<file path="config.mk">
export PLATFORM = sky130hd
export DESIGN_NAME = apb_reg_bank
export DESIGN_NICKNAME = d
export VERILOG_FILES = /design/src/rtl/i2s_reg_pkg.sv /design/src/rtl/reg_chan.sv /design/src/rtl/apb_reg_bank.sv
export SDC_FILE = /design/constraint.sdc
export NUM_CORES = 1
export LEC_CHECK = 0
export ABC_CLOCK_PERIOD_IN_PS = 4400
export CAP_MARGIN = 0
export CORE_UTILIZATION = 51
export CTS_BUF_LIST = sky130_fd_sc_hd__clkbuf_16
export CTS_CLUSTER_DIAMETER = 200
export DETAILED_ROUTE_END_ITERATION = 6
export PLACE_DENSITY = 0.85
export SLEW_MARGIN = 20
export SYNTH_ARGS = -nofsm -noshare
export SYNTH_HDL_FRONTEND = slang
export SYNTH_SLANG_ARGS = --single-unit
</file>
<file path="constraint.sdc">
create_clock -name pclk -period 4.4 [get_ports pclk]
set_input_delay 1.1 -clock pclk [delete_from_list [all_inputs] [get_ports pclk]]
set_output_delay 1.1 -clock pclk [all_outputs]
set_load 0.01 [all_outputs]
</file>
<file path="src/rtl/i2s_reg_pkg.sv">
// Shared definitions for the I2S transceiver APB register bank:
// register offsets, APB handshake states and STATUS field layout.
package i2s_reg_pkg;

  localparam logic [3:0] OFF_CTRL = 4'h0;
  localparam logic [3:0] OFF_TX   = 4'h4;
  localparam logic [3:0] OFF_RX   = 4'h8;
  localparam logic [3:0] OFF_STAT = 4'hC;

  typedef enum logic [1:0] {
    IDLE = 2'd0,
    EVAL = 2'd1,
    WAIT = 2'd2,
    RESP = 2'd3
  } apb_state_t;

  // STATUS occupancy bits sit directly above the flag field
  localparam int STAT_TX_OCC_OFS = 0;
  localparam int STAT_RX_OCC_OFS = 1;

endpackage

</file>
<file path="src/rtl/reg_chan.sv">
// One channel of the register bank: CTRL register plus one-word TX/RX
// buffers with occupancy tracking and single-cycle FIFO strobes.
module reg_chan #(
  parameter int                DATA_W   = 32,
  parameter int                CTRL_W   = 15,
  parameter logic [CTRL_W-1:0] CTRL_RST = 15'h06D5
) (
  input  logic              pclk,
  input  logic              preset,
  input  logic              wr_ctrl,
  input  logic              wr_tx,
  input  logic              rd_rx,
  input  logic [DATA_W-1:0] wdata,
  output logic [CTRL_W-1:0] ctrl,
  output logic [DATA_W-1:0] tx_data,
  output logic              tx_wen,
  input  logic              tx_full,
  input  logic [DATA_W-1:0] rx_data,
  output logic              rx_ren,
  input  logic              rx_empty,
  output logic [DATA_W-1:0] rx_reg,
  output logic              tx_occ,
  output logic              rx_occ
);

  logic [CTRL_W-1:0] ctrl_r;
  logic [DATA_W-1:0] tx_data_r;
  logic              tx_occ_r;
  logic              tx_wen_r;
  logic [DATA_W-1:0] rx_reg_r;
  logic              rx_occ_r;
  logic              rx_fetch_r;
  logic              rx_ren_r;

  // CTRL register
  always_ff @(posedge pclk) begin
    if (preset) begin
      ctrl_r <= CTRL_RST;
    end else if (wr_ctrl) begin
      ctrl_r <= wdata[CTRL_W-1:0];
    end
  end

  // TX buffer: load from APB, hand over to the Tx FIFO when it has room
  always_ff @(posedge pclk) begin
    if (preset) begin
      tx_data_r <= {DATA_W{1'b0}};
      tx_occ_r  <= 1'b0;
      tx_wen_r  <= 1'b0;
    end else begin
      tx_wen_r <= 1'b0;
      if (wr_tx) begin
        tx_data_r <= wdata;
        tx_occ_r  <= 1'b1;
      end else if (tx_occ_r && !tx_full) begin
        tx_occ_r <= 1'b0;
        tx_wen_r <= 1'b1;
      end
    end
  end

  // RX buffer: FIFO data is valid the cycle after rx_ren, so capture one cycle later
  always_ff @(posedge pclk) begin
    if (preset) begin
      rx_reg_r   <= {DATA_W{1'b0}};
      rx_occ_r   <= 1'b0;
      rx_fetch_r <= 1'b0;
      rx_ren_r   <= 1'b0;
    end else begin
      rx_ren_r <= 1'b0;
      if (rd_rx) begin
        rx_occ_r <= 1'b0;
      end else if (rx_fetch_r && !rx_ren_r) begin
        rx_reg_r   <= rx_data;
        rx_occ_r   <= 1'b1;
        rx_fetch_r <= 1'b0;
      end else if (!rx_occ_r && !rx_fetch_r && !rx_empty) begin
        rx_ren_r   <= 1'b1;
        rx_fetch_r <= 1'b1;
      end
    end
  end

  assign ctrl    = ctrl_r;
  assign tx_data = tx_data_r;
  assign tx_wen  = tx_wen_r;
  assign rx_reg  = rx_reg_r;
  assign rx_ren  = rx_ren_r;
  assign tx_occ  = tx_occ_r;
  assign rx_occ  = rx_occ_r;

endmodule

</file>
<file path="src/rtl/apb_reg_bank.sv">
// Multi-channel APB slave register bank for the I2S transceiver: APB
// handshake FSM with wait/timeout, address decode and read mux.
module apb_reg_bank
  import i2s_reg_pkg::*;
#(
  parameter int                NUM_CH        = 2,
  parameter int                DATA_W        = 32,
  parameter int                CTRL_W        = 15,
  parameter int                FLAG_W        = 12,
  parameter int                ADDR_W        = 8,
  parameter int                STALL_ON_BUSY = 1,
  parameter int                TIMEOUT       = 16,
  parameter logic [CTRL_W-1:0] CTRL_RST      = 15'h06D5
) (
  input  logic                     pclk,
  input  logic                     preset,
  input  logic                     psel,
  input  logic                     penable,
  input  logic                     pwrite,
  input  logic [ADDR_W-1:0]        paddr,
  input  logic [DATA_W-1:0]        pwdata,
  output logic [DATA_W-1:0]        prdata,
  output logic                     pready,
  output logic                     pslverr,
  output logic [NUM_CH*CTRL_W-1:0] ctrl_o,
  output logic [NUM_CH*DATA_W-1:0] tx_data,
  output logic [NUM_CH-1:0]        tx_wen,
  input  logic [NUM_CH-1:0]        tx_full,
  input  logic [NUM_CH*DATA_W-1:0] rx_data,
  output logic [NUM_CH-1:0]        rx_ren,
  input  logic [NUM_CH-1:0]        rx_empty,
  input  logic [NUM_CH*FLAG_W-1:0] flags
);

  localparam int CH_W  = ADDR_W - 4;
  localparam int CNT_W = $clog2(TIMEOUT + 1);

  apb_state_t        state_r;
  apb_state_t        state_nxt_s;
  logic [CNT_W-1:0]  wait_cnt_r;
  logic              pready_r;
  logic              pslverr_r;
  logic [DATA_W-1:0] prdata_r;

  logic [CH_W-1:0]   ch_s;
  logic [3:0]        off_s;
  logic              ch_hit_s;
  logic              ch_ok_s;
  logic              dec_err_s;
  logic              busy_s;
  logic              perform_s;
  logic              resp_s;
  logic              resp_err_s;
  logic [DATA_W-1:0] rdata_s;

  logic [NUM_CH-1:0] wr_ctrl_s;
  logic [NUM_CH-1:0] wr_tx_s;
  logic [NUM_CH-1:0] rd_rx_s;
  logic [NUM_CH-1:0] tx_occ_v_s;
  logic [NUM_CH-1:0] rx_occ_v_s;
  logic [DATA_W-1:0] rx_reg_v_s [NUM_CH];

  logic [CTRL_W-1:0] sel_ctrl_s;
  logic [FLAG_W-1:0] sel_flags_s;
  logic [DATA_W-1:0] sel_rx_reg_s;
  logic              sel_tx_occ_s;
  logic              sel_rx_occ_s;

  for (genvar c = 0; c < NUM_CH; c++) begin : g_ch
    assign wr_ctrl_s[c] = perform_s && pwrite && (off_s == OFF_CTRL) && (ch_s == CH_W'(c));
    assign wr_tx_s[c]   = perform_s && pwrite && (off_s == OFF_TX) && (ch_s == CH_W'(c));
    assign rd_rx_s[c]   = perform_s && !pwrite && (off_s == OFF_RX) && (ch_s == CH_W'(c));

    reg_chan #(
      .DATA_W   (DATA_W),
      .CTRL_W   (CTRL_W),
      .CTRL_RST (CTRL_RST)
    ) u_chan (
      .pclk     (pclk),
      .preset   (preset),
      .wr_ctrl  (wr_ctrl_s[c]),
      .wr_tx    (wr_tx_s[c]),
      .rd_rx    (rd_rx_s[c]),
      .wdata    (pwdata),
      .ctrl     (ctrl_o[c*CTRL_W +: CTRL_W]),
      .tx_data  (tx_data[c*DATA_W +: DATA_W]),
      .tx_wen   (tx_wen[c]),
      .tx_full  (tx_full[c]),
      .rx_data  (rx_data[c*DATA_W +: DATA_W]),
      .rx_ren   (rx_ren[c]),
      .rx_empty (rx_empty[c]),
      .rx_reg   (rx_reg_v_s[c]),
      .tx_occ   (tx_occ_v_s[c]),
      .rx_occ   (rx_occ_v_s[c])
    );
  end

  // Address decode and one-hot selection of the addressed channel's state
  always_comb begin
    ch_s         = paddr[ADDR_W-1:4];
    off_s        = paddr[3:0];
    ch_hit_s     = 1'b0;
    ch_ok_s      = 1'b0;
    sel_ctrl_s   = {CTRL_W{1'b0}};
    sel_flags_s  = {FLAG_W{1'b0}};
    sel_rx_reg_s = {DATA_W{1'b0}};
    sel_tx_occ_s = 1'b0;
    sel_rx_occ_s = 1'b0;
    for (int c = 0; c < NUM_CH; c++) begin
      ch_hit_s     = (ch_s == CH_W'(c));
      ch_ok_s      = ch_ok_s | ch_hit_s;
      sel_ctrl_s   = sel_ctrl_s | (ctrl_o[c*CTRL_W +: CTRL_W] & {CTRL_W{ch_hit_s}});
      sel_flags_s  = sel_flags_s | (flags[c*FLAG_W +: FLAG_W] & {FLAG_W{ch_hit_s}});
      sel_rx_reg_s = sel_rx_reg_s | (rx_reg_v_s[c] & {DATA_W{ch_hit_s}});
      sel_tx_occ_s = sel_tx_occ_s | (tx_occ_v_s[c] & ch_hit_s);
      sel_rx_occ_s = sel_rx_occ_s | (rx_occ_v_s[c] & ch_hit_s);
    end
    dec_err_s = !ch_ok_s || (paddr[1:0] != 2'b00) ||
                (pwrite && ((off_s == OFF_RX) || (off_s == OFF_STAT))) ||
                (!pwrite && (off_s == OFF_TX));
    busy_s    = pwrite ? ((off_s == OFF_TX) && sel_tx_occ_s)
                       : ((off_s == OFF_RX) && !sel_rx_occ_s);
  end

  // Read data mux
  always_comb begin
    rdata_s = {DATA_W{1'b0}};
    case (off_s)
      OFF_CTRL: rdata_s = DATA_W'(sel_ctrl_s);
      OFF_RX:   rdata_s = sel_rx_reg_s;
      OFF_STAT: begin
        rdata_s[FLAG_W-1:0]                = sel_flags_s;
        rdata_s[FLAG_W + STAT_TX_OCC_OFS]  = sel_tx_occ_s;
        rdata_s[FLAG_W + STAT_RX_OCC_OFS]  = sel_rx_occ_s;
      end
      default:  rdata_s = {DATA_W{1'b0}};
    endcase
  end

  // APB handshake next-state logic; side effects fire only on perform_s
  always_comb begin
    state_nxt_s = state_r;
    resp_s      = 1'b0;
    resp_err_s  = 1'b0;
    perform_s   = 1'b0;
    case (state_r)
      IDLE: begin
        if (psel && penable) state_nxt_s = EVAL;
        else                 state_nxt_s = IDLE;
      end
      EVAL: begin
        if (!psel) begin
          state_nxt_s = IDLE;
        end else if (dec_err_s) begin
          state_nxt_s = RESP;
          resp_s      = 1'b1;
          resp_err_s  = 1'b1;
        end else if (busy_s) begin
          if (STALL_ON_BUSY != 0) begin
            state_nxt_s = WAIT;
          end else begin
            state_nxt_s = RESP;
            resp_s      = 1'b1;
            resp_err_s  = 1'b1;
          end
        end else begin
          state_nxt_s = RESP;
          resp_s      = 1'b1;
          perform_s   = 1'b1;
        end
      end
      WAIT: begin
        if (!psel) begin
          state_nxt_s = IDLE;
        end else if (!busy_s && !dec_err_s) begin
          state_nxt_s = RESP;
          resp_s      = 1'b1;
          perform_s   = 1'b1;
        end else if (wait_cnt_r == CNT_W'(TIMEOUT)) begin
          state_nxt_s = RESP;
          resp_s      = 1'b1;
          resp_err_s  = 1'b1;
        end else begin
          state_nxt_s = WAIT;
        end
      end
      RESP:    state_nxt_s = IDLE;
      default: state_nxt_s = IDLE;
    endcase
  end

  // FSM state, wait counter and registered APB response
  always_ff @(posedge pclk) begin
    if (preset) begin
      state_r    <= IDLE;
      wait_cnt_r <= {CNT_W{1'b0}};
      pready_r   <= 1'b0;
      pslverr_r  <= 1'b0;
      prdata_r   <= {DATA_W{1'b0}};
    end else begin
      state_r    <= state_nxt_s;
      wait_cnt_r <= ((state_r == WAIT) && (state_nxt_s == WAIT)) ? wait_cnt_r + CNT_W'(1)
                                                                 : {CNT_W{1'b0}};
      pready_r   <= resp_s;
      pslverr_r  <= resp_err_s;
      prdata_r   <= (resp_s && !resp_err_s && !pwrite) ? rdata_s : {DATA_W{1'b0}};
    end
  end

  assign pready  = pready_r;
  assign pslverr = pslverr_r;
  assign prdata  = prdata_r;

endmodule
</file>
Yosys cells after proc, flatten, opt, wreduce, memory -nomap -nowiden:

Cells that the tools add are included.

* bits in read-only memories: 0
* register bits: 209
* memories kept: 0
* output and inout port bits: 132
* logic and storage cells: 159
* input bits: 137
* RAM bits: 0
* bits in latches: 0

* shifts and indexed selects: 0
* equality and inequality tests: 9
* multiply operators: 0
* reductions and logical operators: 68
* muxes and demuxes: 40
* div/mod/pow operators: 0
* $lt $le $gt $ge: 0
* bitwise logic cells: 20
* add/sub/neg operators: 1

Operator list (number)
* AND 32 bit: 2
* one-hot mux 14 bit (3 select lines): 1
* one-hot mux 18 bit (2 select lines): 1
* two-way mux 1 bit: 32
* bitwise OR 32 bit: 1
* AND 15 bit: 2
* logical AND 1 bit: 28
* AND 12 bit: 2
* zero test 1 bit: 16
* bitwise OR 15 bit: 1
* bitwise OR 12 bit: 1
* OR reduction 2 bit: 6
* nonzero test 2 bit: 5
* equality test 4 bit (second input constant): 2
* zero test 4 bit: 2
* one-hot mux 2 bit (4 select lines): 1
* AND reduction 2 bit: 4
* equality test 2 bit (second input constant): 3
* one-hot mux 1 bit (2 select lines): 3
* OR reduction 3 bit: 2
* adder 5 x 1 -> 5 bit (second input constant): 1
* equality test 5 bit (second input constant): 1
* AND 1 bit: 4
* equality test 4 x 1 -> 1 bit (second input constant): 1
* other kinds (7): 16

Depth between registers and ports, before layout:

Gate-level depths: netlist of the first run.

* word-level depth: 16
* mapped depth: 8
* gate-level depth less buffers: 6

Hierarchy:

A second synthesis of the first run with hierarchy kept.

* cells, all modules: 878
* area total of the unflattened synthesis: 8968.6 um2

Modules (own cells, without submodules)
* reg_chan: cells each 307, times used 2, sequential area each 1681.6 um2, area an instance 3306.9 um2
* apb_reg_bank: cells each 264, times used 1, sequential area each 820.8 um2, area an instance 2354.8 um2

Least setup slack after synthesis of the first run:

No wires, ideal clock.

* path kind: input-to-reg
* from: input paddr[5]
* to: register pready_r (netlist: pready)
* slack: 1743 ps
* data required time: 4285 ps
* setup time: 115 ps
* data arrival time: 2542 ps
* cell stages on the path: 5
* path buffers: 1
* cells stage by stage: or3_1 clkbuf_1 or4_1 and3_1 o21a_1

* longest elaborated chain between the ends: 11
* elaborated cells on any way between the ends: 26
* classes of those cells: eq/ne: 1; mux: 7; bitwise: 7; reduce/logical: 11

Ends and longest elaborated chain
* start: declaration: line apb_reg_bank.sv:20 `input logic [ADDR_W-1:0] paddr,`
* equality test 4 x 1 -> 1 bit / zero test 4 bit (equally long branches): line apb_reg_bank.sv:110 `ch_hit_s = (ch_s == CH_W'(c));`
* AND 1 bit / bitwise OR 1 bit (equally long branches): line apb_reg_bank.sv:116, apb_reg_bank.sv:111
* bitwise OR 1 bit / zero test 1 bit (equally long branches): line apb_reg_bank.sv:116, apb_reg_bank.sv:118
* zero test 1 bit / logical OR 1 bit (equally long branches): line apb_reg_bank.sv:122, apb_reg_bank.sv:118
* logical AND 1 bit / logical OR 1 bit (equally long branches): line apb_reg_bank.sv:122, apb_reg_bank.sv:118
* two-way mux 1 bit / logical OR 1 bit (equally long branches): line apb_reg_bank.sv:121, apb_reg_bank.sv:119
* zero test 1 bit: line apb_reg_bank.sv:175 `end else if (!busy_s && !dec_err_s) begin`
* logical AND 1 bit: line apb_reg_bank.sv:175
* two-way mux 1 bit: line apb_reg_bank.sv:175
* two-way mux 1 bit: line apb_reg_bank.sv:173 `if (!psel) begin`
* one-hot mux 1 bit (2 select lines) *: line apb_reg_bank.sv:146 `case (state_r)`
* end signal: assignment: line apb_reg_bank.sv:204 `pready_r <= resp_s;`
* end: declaration: line apb_reg_bank.sv:41 `logic pready_r;`

Every way passes the cells marked *; elsewhere a longest branch is shown, timed or not.
A chain may end at the register's enable or synchronous reset.

Final worst setup path of the first run:

* from: input paddr[1]
* to: register g_ch[1].u_chan.tx_data_r[28]

* longest elaborated chain between the ends: 13
* elaborated cells on any way between the ends: 25
* classes of those cells: eq/ne: 3; mux: 7; reduce/logical: 15

Ends and longest elaborated chain
* equality test 4 bit, on equally long branches: line apb_reg_bank.sv:119, apb_reg_bank.sv:122
* logical OR 1 bit: line apb_reg_bank.sv:119 `(pwrite && ((off_s == OFF_RX) || (off_s == OFF_STAT))) ||`
* logical AND 1 bit: line apb_reg_bank.sv:119
* logical OR 1 bit: line apb_reg_bank.sv:118 `dec_err_s = !ch_ok_s || (paddr[1:0] != 2'b00) ||`
* logical OR 1 bit: line apb_reg_bank.sv:119
* zero test 1 bit: line apb_reg_bank.sv:175
* logical AND 1 bit: line apb_reg_bank.sv:175
* two-way mux 1 bit: line apb_reg_bank.sv:175
* two-way mux 1 bit: line apb_reg_bank.sv:173
* one-hot mux 1 bit (2 select lines): line apb_reg_bank.sv:146
* logical AND 1 bit: line apb_reg_bank.sv:71 `assign wr_tx_s[c] = perform_s && pwrite && (off_s == OFF_TX) && (ch_s == CH_W'(c));`
* logical AND 1 bit * (2 in a row): line apb_reg_bank.sv:71
* end signal: assignment: line reg_chan.sv:47 `tx_data_r <= {DATA_W{1'b0}};`
* end signal: assignment: line reg_chan.sv:53 `tx_data_r <= wdata;`
* end: declaration: line reg_chan.sv:27 `logic [DATA_W-1:0] tx_data_r;`

Marked as above.

==> flow_metrics.tcl, run 1 <==
set metrics [dict create \
    synth_edf_count 0 \
    yosys.area.top_type_share_pct 45.5 \
    drtIter0Drc 479 \
    drv_cap 0 \
    cts_tree "done" \
    layout-drive-gt1-share_pct 5.92 \
    critPathKind "input pin to flop" \
    synth.most_common_cell "nand2b_1" \
    track_usage_pct 28.4 \
    cts_sinks 209 \
    setup-tns-final_ps 0 \
    multi_input_area_um2 4660 \
    area_growth_pct 38.3 \
    place_congestion 0.877 \
    viasPerCell 5.38 \
    arrival_ps 3550 \
    row_count 48 \
    post_cts_buffers 0 \
    yosysSeqAreaShare_pct 45.5 \
    ys_top_cells_by_area "dfxtp_1 (46%), mux2i_1 (18%), nand2b_1 (15%)" \
    die_w_um 136 \
    maxSlewHeadroom_pct 41.9 \
    worstPathRequired_ps 4760 \
    period_needed_ps 3190 \
    crit_chain "clkdlybuf4s50_1 > or2_1 > or2_1 > or4b_2 > buf_4 > mux2i_1" \
    vias 7485 \
    path_clk_slew_ps 60 \
    critical_path.top_delay_family "simple AND/OR/NAND/NOR gates" \
    clockRootBuffer "clkbuf_16" \
    grt_max_degree 140 \
    grt_pass1_vias 7613 \
    clk_latency_ps 500 \
    p_per_area_nw_per_um2 339 \
    nFillCells 1265 \
    cp.buffers_inverters 2 \
    routed_wl_um 26200 \
    crit_path_top_delay_cell "or4b_2" \
    syn_nets 1059 \
    portBuffers 268 \
    start_kind "input pin" \
    min_period_over_period_pct 72.6 \
    seqCellArea_um2 4180 \
    slowest_delay_ps 620 \
    gr-total-overflow 0 \
    ios 269 \
    hp-start "g_ch[1].u_chan.rx_fetch_r$_SDFFE_PP0P_" \
    wl_per_cell_um 18.9 \
    syn_avg_cell_area_um2 10.0 \
    yosys-top-cells-count "nand2b_1 (226), dfxtp_1 (209), mux2i_1 (163)" \
    htree_levels 1 \
    synth.cell_area_um2 9200 \
    cts.hold.buffers_added 0 \
    nets 1292 \
    initial_core_util_pct 52.6 \
    crit_path_start "paddr[1]" \
    drcViolationCount 0 \
    design.core.area_um2 17500 \
    antenna_found_initial 1 \
    synth_ff_type "dfxtp_1" \
    clk_path_buf_depth 3 \
    end_kind "flop" \
    hp-class "flop to flop" \
    first_pass_iters 5 \
    syn_inst 917 \
    ctsResizeCount 0 \
    power_leakage_uw 0.00488 \
    hpwl_um 18400 \
    setup_viol 0 \
    final_antenna_net_count 0 \
    max_freq_mhz 313 \
    grt_pass1_wl_um 40800 \
    yosys_warnings 0 \
    synth_top_area_cell "dfxtp_1" \
    tightest_slew_ps 872 \
    status "complete, no violations" \
    vdd_drop_max_mv 0.277 \
    fin_skew_ps 21.4 \
    dieArea_um2 18600 \
    synth_seq_cells 209 \
    r2r-start "state_r[0]$_SDFF_PP0_" \
    die_y_um 136 \
    cts_inserted_buffers 22 \
    synth.distinct_cells 49 \
    p_total_uw 4310 \
    drv_slew 0 \
    worstPathMaxFanout 33 \
    hold_viol_final 0 \
    crit_path_frequent_cell "or2_1" \
    rsz0062_at_grt "false" \
    synthArstFlopShare_pct 0 \
]
## power breakdown
part           switching (uW)  internal [uW]  leakage (uW)
Combinational             182            238       0.00281
Sequential               26.3           1940       0.00169
Clock                     744           1180      0.000385
Total                     952           3350       0.00488
## metal layers
layer | vias up | share of wire, % | track usage, %
met5 | - | 0 | 0
met4 | 0 | 4.6 | 13.3
met3 | 67 | 7.3 | 6.34
met2 | 267 | 47 | 47.0
met1 | 3549 | 41 | 34.9
li1 | 3602 | - | -
## kinds of logic (layout without fill, tap and decap cells)
group | after synthesis | after routing | synth area share [%]
buf+inv | 87 | 335 | 4.15
mux | 179 | 179 | 19.9
simple gates | 346 | 346 | 22.1
other cells | 0 | 1 | 0
xor+xnor | 3 | 3 | 0.286
fa+ha+maj | 5 | 5 | 0.680
compound gates | 88 | 88 | 7.33
flops | 209 | 209 | 45.5
## worst reg2reg max path, cell delays in order (launching register included)
cell     delay, ps
dfxtp_1        340
inv_1           70
ha_1           310
and3_1         180
and2_1         220
or4b_2         600
buf_4          310
mux2i_1        240
## cell type report
| cell class | instances | share of cell area [%] |
|---|---|---|
| antenna | 1 | 0.0197 |
| clock buffer | 23 | 4.53 |
| clock inverter | 16 | 1.35 |
| inverter | 15 | 0.443 |
| multi-input combinational | 621 | 36.6 |
| sequential | 209 | 32.9 |
| tap | 225 | 2.21 |
| timing repair buffer | 281 | 21.9 |
## metrics by stage
step / area (um2) / instances / hold WS [ps] / setup slack (ps) / util [%]
after CTS: 12700 / 1390 / 455 / 1240 / 72.7
after floorplan: 9200 / 917 / 421 / 1740 / -
after detailed placement: 12000 / 1351 / 445 / 742 / 68.5
final: 12700 / 1391 / 458 / 1210 / 72.8
after global routing: 12700 / 1391 / 464 / 1120 / 72.8
after global placement: 12000 / 1351 / 431 / 802 / 68.5
## placed cells by master (no fill, tap or decap), types with 4 or more instances in the layout
cell / Yosys / final
a22oi_1: 15 / 15
clkbuf_16: 0 / 23
clkdlybuf4s50_1: 0 / 266
a211oi_1: 5 / 5
nand2_1: 18 / 18
nand4_1: 5 / 5
nor2_1: 44 / 44
nand2b_1: 226 / 226
a221oi_1: 12 / 12
inv_1: 15 / 21
nor3_1: 21 / 21
bufinv_16: 0 / 4
nor3b_1: 4 / 4
a211o_1: 26 / 26
ha_1: 5 / 5
mux2_2: 14 / 14
dfxtp_1: 209 / 209
nand3_1: 4 / 4
mux2i_1: 163 / 163
buf_4: 4 / 12
nor4_1: 4 / 4
a21oi_1: 16 / 16
## path summary, 6_finish.rpt
kind	endpoint	slack, ps	cells after the start
worst max-delay path	g_ch[1].u_chan.tx_data[28]$_SDFFE_PP0P_	1210	6
worst min-delay path	g_ch[1].u_chan.rx_ren$_SDFF_PP0_	460	1
worst max register to register	g_ch[1].u_chan.tx_data[28]$_SDFFE_PP0P_	1990	7
worst min register to register	g_ch[1].u_chan.rx_ren$_SDFF_PP0_	460	1
Power figures use the tool's default switching activity.
==> run 2: changes to the inputs <==
--- a/config.mk
+++ b/config.mk
@@ -5,13 +5,13 @@
 export SDC_FILE = /design/constraint.sdc
 export NUM_CORES = 1
 export LEC_CHECK = 0
-export ABC_CLOCK_PERIOD_IN_PS = 4400
+export ABC_CLOCK_PERIOD_IN_PS = 2800
 export CAP_MARGIN = 0
-export CORE_UTILIZATION = 51
+export CORE_UTILIZATION = 43
 export CTS_BUF_LIST = sky130_fd_sc_hd__clkbuf_16
 export CTS_CLUSTER_DIAMETER = 200
 export DETAILED_ROUTE_END_ITERATION = 6
-export PLACE_DENSITY = 0.85
+export PLACE_DENSITY = 0.77
 export SLEW_MARGIN = 20
 export SYNTH_ARGS = -nofsm -noshare
 export SYNTH_HDL_FRONTEND = slang
==> constraint.sdc (replaced) <==
create_clock -name pclk -period 2.8 [get_ports pclk]
set_input_delay 0.7 -clock pclk [delete_from_list [all_inputs] [get_ports pclk]]
set_output_delay 0.7 -clock pclk [all_outputs]
set_load 0.01 [all_outputs]
==> flow_metrics.tcl, run 2 (same netlist as run 1, synthesis figures left out) <==
set metrics [dict create \
    fin_skew_ps 9.93 \
    initial_core_util_pct 43.7 \
    hpwl_um 18800 \
    tightest_slew_ps 877 \
    p_per_area_nw_per_um2 536 \
    gr-total-overflow 0 \
    hp-class "flop to flop" \
    clk_latency_ps 510 \
    min_to "g_ch[1].u_chan.rx_ren$_SDFF_PP0_" \
    track_usage_pct 23.7 \
    grt_pass1_wl_um 40700 \
    rsz0062_at_grt "false" \
    ff2ff_setup_slack_ps 590 \
    cts_sinks 209 \
    worstPathRequired_ps 3200 \
    arrival_ps 2830 \
    setup_viol 0 \
    antenna_found_initial 2 \
    clk_path_buf_depth 3 \
    whs_path_depth 1 \
    multi_input_area_um2 4660 \
    final_antenna_net_count 0 \
    power_leakage_uw 0.00505 \
    design.core.area_um2 21000 \
    critPathKind "input pin to flop" \
    fin_area_um2 13100 \
    cts_inserted_buffers 24 \
    vias 7414 \
    die_w_um 148 \
    nets 1319 \
    cts_tree "done" \
    rr_endpoint "g_ch[1].u_chan.tx_data[21]$_SDFFE_PP0P_" \
    die_y_um 148 \
    htree_levels 1 \
    nFillCells 1721 \
    routed_wl_um 26300 \
    min_period_over_period_pct 86.8 \
    drtIter0Drc 330 \
    portBuffers 268 \
    period_needed_ps 2430 \
    first_pass_iters 5 \
    layout_common_cells "clkdlybuf4s50_1 (266), nand2b_1 (226), dfxtp_1 (209)" \
    fin_hold_ws_ps 455 \
    area_growth_pct 42.7 \
    end_kind "flop" \
    post_cts_buffers 0 \
    status "complete, no violations" \
    r2r-start "state_r[0]$_SDFF_PP0_" \
    layout-drive-gt1-share_pct 8.45 \
    grt_pass1_vias 7338 \
    ctsResizeCount 0 \
    max_freq_mhz 412 \
    start_kind "input pin" \
    r2r_cells 7 \
    drcViolationCount 0 \
    drv_slew 0 \
    fin_util_pct 62.4 \
    seqCellArea_um2 4180 \
    place_area_um2 12300 \
    viasPerCell 5.04 \
    place_congestion 0.925 \
    path_clk_slew_ps 60 \
    row_count 53 \
    setup-tns-final_ps 0 \
    ios 269 \
    grt_max_degree 122 \
    vdd_drop_max_mv 0.436 \
    maxSlewHeadroom_pct 41.0 \
    hp-start "g_ch[1].u_chan.rx_fetch_r$_SDFFE_PP0P_" \
    cts.hold.buffers_added 0 \
    drv_cap 0 \
    clockRootBuffer "clkbuf_16" \
    wl_per_cell_um 17.9 \
    worstPathMaxFanout 22 \
    dieArea_um2 22000 \
    hold_viol_final 0 \
    final_common_cell "clkdlybuf4s50_1" \
]
## run 2: worst max-delay path by stage
stage	startpoint	end	cells past startpoint
CTS	paddr[1]	g_ch[0].u_chan.ctrl[10]$_SDFFE_PP1P_	6
floorplan	paddr[5]	pready$_SDFF_PP0_	5
detailed placement	paddr[1]	g_ch[1].u_chan.ctrl[9]$_SDFFE_PP1P_	6
global placement	paddr[1]	g_ch[1].u_chan.ctrl[9]$_SDFFE_PP1P_	6
finish	paddr[1]	g_ch[0].u_chan.ctrl[10]$_SDFFE_PP1P_	6
global route	paddr[0]	g_ch[1].u_chan.ctrl[10]$_SDFFE_PP1P_	6
## run 2: area by class of cell
cell class                 instances  area share [%]
multi-input combinational        621            35.5
sequential                       209            31.9
timing repair buffer             306            23.3
clock buffer                      25            4.77
tap                              275            2.62
clock inverter                    19            1.51
inverter                          15           0.429
antenna                            1          0.0191
## run 2: report_power, final
part | total [uW] | leakage [uW] | internal (uW) | switching [uW]
sequential | 3090 | 0.00169 | 3050 | 40.8
combinational | 686 | 0.00296 | 396 | 290
clock | 3250 | 0.000403 | 1990 | 1270
total | 7030 | 0.00505 | 5430 | 1600
## run 2: stage by stage
stage	total power, uW	setup slack (ps)	std cells
floorplan	3510	543	917
global placement	3830	-57.1	1426
detailed placement	3840	-66.9	1426
CTS	7100	434	1470
global route	7280	337	1471
finish	7030	370	1471
## run 2: per-layer routing
layer / up-vias / GRT usage (%) / part of all wire [%]
met2: 229 / 37.8 / 46
met1: 3469 / 30.5 / 44
met5: - / 0 / 0.049
met4: 2 / 9.74 / 3.7
li1: 3657 / - / -
met3: 57 / 5.77 / 6.8
## run 2: worst max-delay path, cell delays in order
cell	delay [ps]
clkdlybuf4s50_1	420
buf_4	160
nor4_1	760
nand4_1	180
buf_4	270
a211o_1	320
